## src/rtl/cmlk_frame_stat_collector.sv

```systemverilog
// cmlk_frame_stat_collector
//   Per-frame statistics collector in the clk_100m timing domain. Rising edges of the CMOS
//   trigger delimit frames. Within a frame it counts laser pulses, gate pulses and gate-on
//   cycles. One record per completed frame is queued in a first-word-fall-through FIFO.
//
//   Optional build macro CMLK_STAT_TIMESTAMP_EN: appends a 32-bit cycle timestamp, latched at
//   each frame's opening trigger edge, at the LSB end of the record.
//
// Ports
//   clk, rst          timing clock; asynchronous active-high reset
//   stat_en           collection enable (low drops any partial frame)
//   stat_clear        pulse; clears overflow and drop_cnt
//   cmos_trig_pulse   trigger level; its rising edge opens and closes frames
//   laser_act         laser activity (OR of serializer word)
//   gate_act          gate activity (OR of serializer word)
//   frame_type        01 = A, 10 = B, 00 = background
//   stat_valid        FIFO head record valid
//   stat_ready        consumer accepts head record
//   stat_data         {frame_type, frame_idx, laser_cnt, gate_cnt, gate_on[, timestamp]}
//   fifo_level        occupied FIFO entries
//   overflow          sticky record-dropped flag
//   drop_cnt          dropped records, saturating
module cmlk_frame_stat_collector #(
    parameter int unsigned FIFO_DEPTH = 16,
    parameter int unsigned CNT_W      = 16,
    localparam int unsigned LVL_W     = $clog2(FIFO_DEPTH) + 1,
`ifdef CMLK_STAT_TIMESTAMP_EN
    localparam int unsigned REC_W     = 82 + 2 * CNT_W
`else
    localparam int unsigned REC_W     = 50 + 2 * CNT_W
`endif
) (
    input  logic             clk,
    input  logic             rst,
    input  logic             stat_en,
    input  logic             stat_clear,
    input  logic             cmos_trig_pulse,
    input  logic             laser_act,
    input  logic             gate_act,
    input  logic [1:0]       frame_type,
    output logic             stat_valid,
    input  logic             stat_ready,
    output logic [REC_W-1:0] stat_data,
    output logic [LVL_W-1:0] fifo_level,
    output logic             overflow,
    output logic [15:0]      drop_cnt
);

    localparam int unsigned      AW       = LVL_W - 1;
    localparam logic [LVL_W-1:0] FULL_LVL = LVL_W'(FIFO_DEPTH);

    // ---------------- edge detection ----------------
    logic       trig_prev, laser_prev, gate_prev;
    logic       trig_rise, laser_rise, gate_rise;
    logic [1:0] ft_prev;  // frame_type of the previous cycle

    assign trig_rise  = cmos_trig_pulse & ~trig_prev;
    assign laser_rise = laser_act & ~laser_prev;
    assign gate_rise  = gate_act & ~gate_prev;

    always_ff @(posedge clk or posedge rst) begin
        if (rst) begin
            trig_prev  <= 1'b0;
            laser_prev <= 1'b0;
            gate_prev  <= 1'b0;
            ft_prev    <= 2'b00;
        end else begin
            trig_prev  <= cmos_trig_pulse;
            laser_prev <= laser_act;
            gate_prev  <= gate_act;
            ft_prev    <= frame_type;
        end
    end

    // ---------------- frame FSM ----------------
    typedef enum logic [1:0] {StIdle, StAcq, StCommit} state_e;
    state_e state_q, state_d;
    logic   cnt_load, cnt_run, snap, push;

    always_ff @(posedge clk or posedge rst) begin
        if (rst) state_q <= StIdle;
        else     state_q <= state_d;
    end

    // A trigger edge cannot land in StCommit: it needs a low cycle after the closing edge.
    always_comb begin
        state_d  = state_q;
        cnt_load = 1'b0;
        cnt_run  = 1'b0;
        snap     = 1'b0;
        push     = 1'b0;
        case (state_q)
            StIdle: begin
                if (stat_en && trig_rise) begin
                    cnt_load = 1'b1;
                    state_d  = StAcq;
                end
            end
            StAcq: begin
                if (trig_rise) begin
                    snap     = 1'b1;
                    cnt_load = 1'b1;
                    state_d  = StCommit;
                end else begin
                    cnt_run = 1'b1;
                end
            end
            StCommit: begin
                push    = 1'b1;
                cnt_run = 1'b1;
                state_d = StAcq;
            end
            default: state_d = StIdle;
        endcase
        if (!stat_en) state_d = StIdle;
    end

    // ---------------- per-frame counters ----------------
    logic [CNT_W-1:0] laser_cnt, gate_cnt;
    logic [31:0]      gate_on;

    // A load takes the events of the edge cycle itself: that cycle opens the new frame.
    always_ff @(posedge clk or posedge rst) begin
        if (rst) begin
            laser_cnt <= '0;
            gate_cnt  <= '0;
            gate_on   <= '0;
        end else if (cnt_load) begin
            laser_cnt <= CNT_W'(laser_rise);
            gate_cnt  <= CNT_W'(gate_rise);
            gate_on   <= 32'(gate_act);
        end else if (cnt_run) begin
            if (laser_rise && (laser_cnt != '1)) laser_cnt <= laser_cnt + CNT_W'(1);
            if (gate_rise && (gate_cnt != '1))   gate_cnt  <= gate_cnt + CNT_W'(1);
            if (gate_act && (gate_on != '1))     gate_on   <= gate_on + 32'd1;
        end else if (state_q == StIdle) begin
            laser_cnt <= '0;
            gate_cnt  <= '0;
            gate_on   <= '0;
        end
    end

    // ---------------- record snapshot ----------------
    logic [15:0]      frame_idx;
    logic [REC_W-1:0] rec_d, rec_q;

`ifdef CMLK_STAT_TIMESTAMP_EN
    logic [31:0] ts_cnt, ts_open;

    always_ff @(posedge clk or posedge rst) begin
        if (rst) begin
            ts_cnt  <= '0;
            ts_open <= '0;
        end else begin
            ts_cnt <= ts_cnt + 32'd1;
            if (cnt_load) ts_open <= ts_cnt;
        end
    end

    assign rec_d = {ft_prev, frame_idx, laser_cnt, gate_cnt, gate_on, ts_open};
`else
    assign rec_d = {ft_prev, frame_idx, laser_cnt, gate_cnt, gate_on};
`endif

    // frame_idx advances on every commit, even when the FIFO drops the record.
    always_ff @(posedge clk or posedge rst) begin
        if (rst) begin
            rec_q     <= '0;
            frame_idx <= '0;
        end else begin
            if (snap) rec_q <= rec_d;
            if (push) frame_idx <= frame_idx + 16'd1;
        end
    end

    // ---------------- record FIFO ----------------
    logic [REC_W-1:0] mem [FIFO_DEPTH];
    logic [AW-1:0]    wr_ptr, rd_ptr;
    logic [LVL_W-1:0] level;
    logic             pop, full, wr_en, drop;

    assign stat_valid = (level != '0);
    assign pop        = stat_valid & stat_ready;
    assign full       = (level == FULL_LVL);
    assign wr_en      = push & (~full | pop);
    assign drop       = push & full & ~pop;
    assign stat_data  = mem[rd_ptr];
    assign fifo_level = level;

    always_ff @(posedge clk) begin
        if (wr_en) mem[wr_ptr] <= rec_q;
    end

    always_ff @(posedge clk or posedge rst) begin
        if (rst) begin
            wr_ptr <= '0;
            rd_ptr <= '0;
            level  <= '0;
        end else begin
            if (wr_en) wr_ptr <= wr_ptr + AW'(1);
            if (pop)   rd_ptr <= rd_ptr + AW'(1);
            case ({wr_en, pop})
                2'b10:   level <= level + LVL_W'(1);
                2'b01:   level <= level - LVL_W'(1);
                default: level <= level;
            endcase
        end
    end

    // Clear has priority over a coincident drop.
    always_ff @(posedge clk or posedge rst) begin
        if (rst) begin
            overflow <= 1'b0;
            drop_cnt <= '0;
        end else if (stat_clear) begin
            overflow <= 1'b0;
            drop_cnt <= '0;
        end else if (drop) begin
            overflow <= 1'b1;
            if (drop_cnt != 16'hFFFF) drop_cnt <= drop_cnt + 16'd1;
        end
    end

endmodule

```

## config.mk

```make
export PLATFORM = sky130hd
export DESIGN_NAME = cmlk_frame_stat_collector
export DESIGN_NICKNAME = d
export VERILOG_FILES = /design/src/rtl/cmlk_frame_stat_collector.sv
export SDC_FILE = /design/constraint.sdc
export NUM_CORES = 1
export LEC_CHECK = 0
export BUFFER_PORTS_ARGS = -buffer_cell sky130_fd_sc_hd__buf_2
export CAP_MARGIN = 5
export CELL_PAD_IN_SITES_DETAIL_PLACEMENT = 1
export CELL_PAD_IN_SITES_GLOBAL_PLACEMENT = 1
export CORE_ASPECT_RATIO = 0.75
export CORE_MARGIN = 1.5
export CORE_UTILIZATION = 40
export CTS_BUF_LIST = sky130_fd_sc_hd__clkbuf_4 sky130_fd_sc_hd__clkbuf_8
export DETAILED_ROUTE_END_ITERATION = 10
export GPL_TIMING_DRIVEN = 0
export PLACE_DENSITY = 0.58
export SYNTH_ARGS = -nofsm -noshare
export SYNTH_HDL_FRONTEND = slang
export SYNTH_SLANG_ARGS = --single-unit
```

## constraint.sdc

```tcl
create_clock -name clk -period 19.5 [get_ports clk]
set_input_delay 3.9 -clock clk [delete_from_list [all_inputs] [get_ports clk]]
set_output_delay 3.9 -clock clk [all_outputs]
set_load 0.01 [all_outputs]
```

==> qor.yml <==
run_status: "finished clean"
ys_warn_count: 0
critPathKind: "reg -> out"
start_util_pct: 40.5
portBuffers: 113
die-area_um2: 147000
syn_inst: 2620
finalMaxSlewViolations: 0
final_common_cell: "edfxtp_1"
io_pins: 115
dp.cells: 4725
synth.avg_cell_area_um2: 22.1
tightest_slew_ns: 1.26
synth_compound_gate_area_share_pct: 0.797
first_pass_iters: 6
cts-resized-gates: 0
antenna_found_initial: 10
synth-simple-area-share_pct: 2.71
drt_wl_total_um: 152000
synth_top_family_by_area: "multiplexers"
die_w_um: 443
crit_fanout: 10
synthXorXnorAreaFrac_pct: 1.22
syn_to_final_growth_pct: 15.8
final_cell_mix: "1312 x edfxtp_1, 410 x mux4_2, 236 x clkbuf_8, 199 x dfrtp_1, 126 x buf_2"
peakVddDrop_uv: 63.3
root_buffer: "clkbuf_8"
setup_violations: 0
period_share_pct: 43.3
p_leak_uw: 0.0235
rsz0062_at_grt: "no"
grtUsageTotal_pct: 20.9
fin_area_um2: 67100
finalWeightedCongestion: 0.775
period_needed_ns: 8.44
synthArstFlopShare_pct: 13.2
grt_pass1_vias: 30900
syn_area_um2: 58000
num_vias: 28900
start_kind: "flop"
max_slew_margin_pct: 15.8
cts.sinks: 1511
die_height_um: 333
synth_cell_types: 43
fmax_ghz: 0.118
drc: 0
grt_start_max_net_pins: 110
cts_tree: "yes"
crit_path_end_kind: "output pin"
layout.nets: 3090
powerDensity_nw_per_um2: 120
synth-edff-count: 1312
layout-drive-gt1-share_pct: 34.0
cp_data_arrival_time_ns: 4.54
cts_setup_buffers: 0
clkSlewWorstSetupHoldPaths_ns: 0.07
h-tree-depth: 4
syn-num-nets: 2645
synth_mux_area_share_pct: 17.4
overflow: 0
vias_per_cell: 5.62
fin_cells: 5141
clk_path_buf_depth: 3
fp-row-count: 120
dp_hpwl_um: 97000
ys_ff_latch: 1511
wire_per_inst_um: 29.6
yosysSeqAreaShare_pct: 76.6
cts_buffers: 224
synthAdderAreaFrac_pct: 0.324
required_ns: 15.60
drv_cap: 0
fillers: 13100
ctsHoldBuffers: 0
final_hold_viol_count: 0
hold_path.class: "reg -> reg"
core-area_um2: 143000
insertion_delay_ns: 0.94
drt_iter0_markers: 2845
final.setup_skew_ns: 0.0355
place_area_um2: 62600
ant_nets: 0
synth_flop_cell: "edfxtp_1"
grt_pass1_wl_um: 220000
==> layout make-up <==
| cell class | instances | area, um^2 | area share (%) |
|---|---|---|---|
| Inverter | 17 | 71.3 | 0.106 |
| Clock buffer | 336 | 4000 | 5.96 |
| Multi-Input combinational cell | 969 | 13200 | 19.6 |
| Buffer | 123 | 478 | 0.712 |
| Clock inverter | 72 | 458 | 0.682 |
| Antenna cell | 3 | 7.51 | 0.0112 |
| Timing Repair Buffer | 219 | 2230 | 3.32 |
| Sequential cell | 1511 | 44400 | 66.1 |
| Tap cell | 1891 | 2370 | 3.52 |
==> worst paths after layout <==
kind	end	startpoint	slack (ns)	cells past startpoint
setup / recovery	stat_data[72]	rd_ptr[0]	11.06	6
hold / removal	rec_q[81]	ft_prev[1]	0.48	1
setup reg to reg	mem[0][48]	state_q[0]	14.38	11
hold reg to reg	rec_q[81]	ft_prev[1]	0.48	1
max in group asynchronous	gate_on[24]	rst	15.37	4
min in group asynchronous	fifo_level[0]	rst	2.90	2
==> sequential cells by signal, summed over array words and instances (netlist names) <==
name and count:
rd_ptr 4, laser_prev 1, wr_ptr 4, gate_prev 1
trig_prev 1, fifo_level 5, gate_on 32, drop_cnt 16
laser_cnt 16, rec_q 82, mem 1312, gate_cnt 16
ft_prev 2, frame_idx 16, overflow 1, state_q 2
==> kinds of logic (layout without fill, tap and decap cells) <==
| group | Yosys count | in the layout |
|---|---|---|
| xor+xnor | 81 | 81 |
| flops | 1511 | 1511 |
| other cells | 0 | 3 |
| mux | 488 | 488 |
| fa+ha+maj | 15 | 15 |
| compound gates | 77 | 77 |
| simple gates | 308 | 308 |
| buf+inv | 140 | 767 |
==> report_power, final <==
part,switching (uW),internal [uW]
sequential,64.5,3580
clock,1230,1350
combinational,1080,776
==> metrics by stage <==
| stage | utilization (%) | setup slack, ns | hold WS, ns | setup TNS (ns) | power, uW |
|---|---|---|---|---|---|
| finish | 46.9 | 11.06 | 0.482 | 0 | 8080 |
| global route | 46.9 | 10.80 | 0.507 | 0 | 8400 |
| CTS | 46.8 | 10.88 | 0.483 | 0 | 8190 |
| detailed placement | 43.7 | 11.94 | 0.466 | 0 | 5610 |
| global placement | 42.5 | -0.911 | 0.466 | -281.42 | 5570 |
| floorplan | - | 8.65 | 0.441 | 0 | 4830 |
==> Yosys cell counts, drive strengths merged (3+ instances only) <==
library cell / count / share of area, %
inv: 17 / 0.11
and2: 6 / 0.065
edfxtp: 1312 / 68
nor3: 11 / 0.095
nor4b: 3 / 0.045
ha: 15 / 0.32
mux4: 410 / 16
xor2: 46 / 0.70
o21ai: 26 / 0.22
buf: 54 / 0.38
nand4: 40 / 0.43
nand2b: 6 / 0.065
clkbuf: 69 / 0.45
and3: 20 / 0.22
a21o: 4 / 0.052
nand2: 54 / 0.35
a31o: 3 / 0.045
mux2: 78 / 1.5
a21oi: 23 / 0.20
or3: 12 / 0.13
nand4b: 3 / 0.045
or4: 5 / 0.065
nor4: 7 / 0.10
and4: 10 / 0.15
dfrtp: 199 / 8.6
nor2: 91 / 0.59
a31oi: 3 / 0.032
o31ai: 7 / 0.091
nand3: 35 / 0.30
xnor2: 35 / 0.53
==> worst max-delay path, cell delays in order (launching register included) <==
cell      delay (ns)
dfrtp_1         0.40
clkbuf_1        0.34
buf_2           0.55
buf_1           0.95
mux4_2          0.62
mux4_2          0.56
buf_2           0.18
==> layer usage <==
metal  vias up  part of all wire, %  global-route usage (%)
met5         -                    0                       0
met4         0                  1.8                    5.50
met3       203                  5.8                    3.91
met2       905                   47                    32.1
met1     15900                   46                    30.7
li1      11800                    -                       -
No activity file was read; power rests on OpenSTA's default activity.
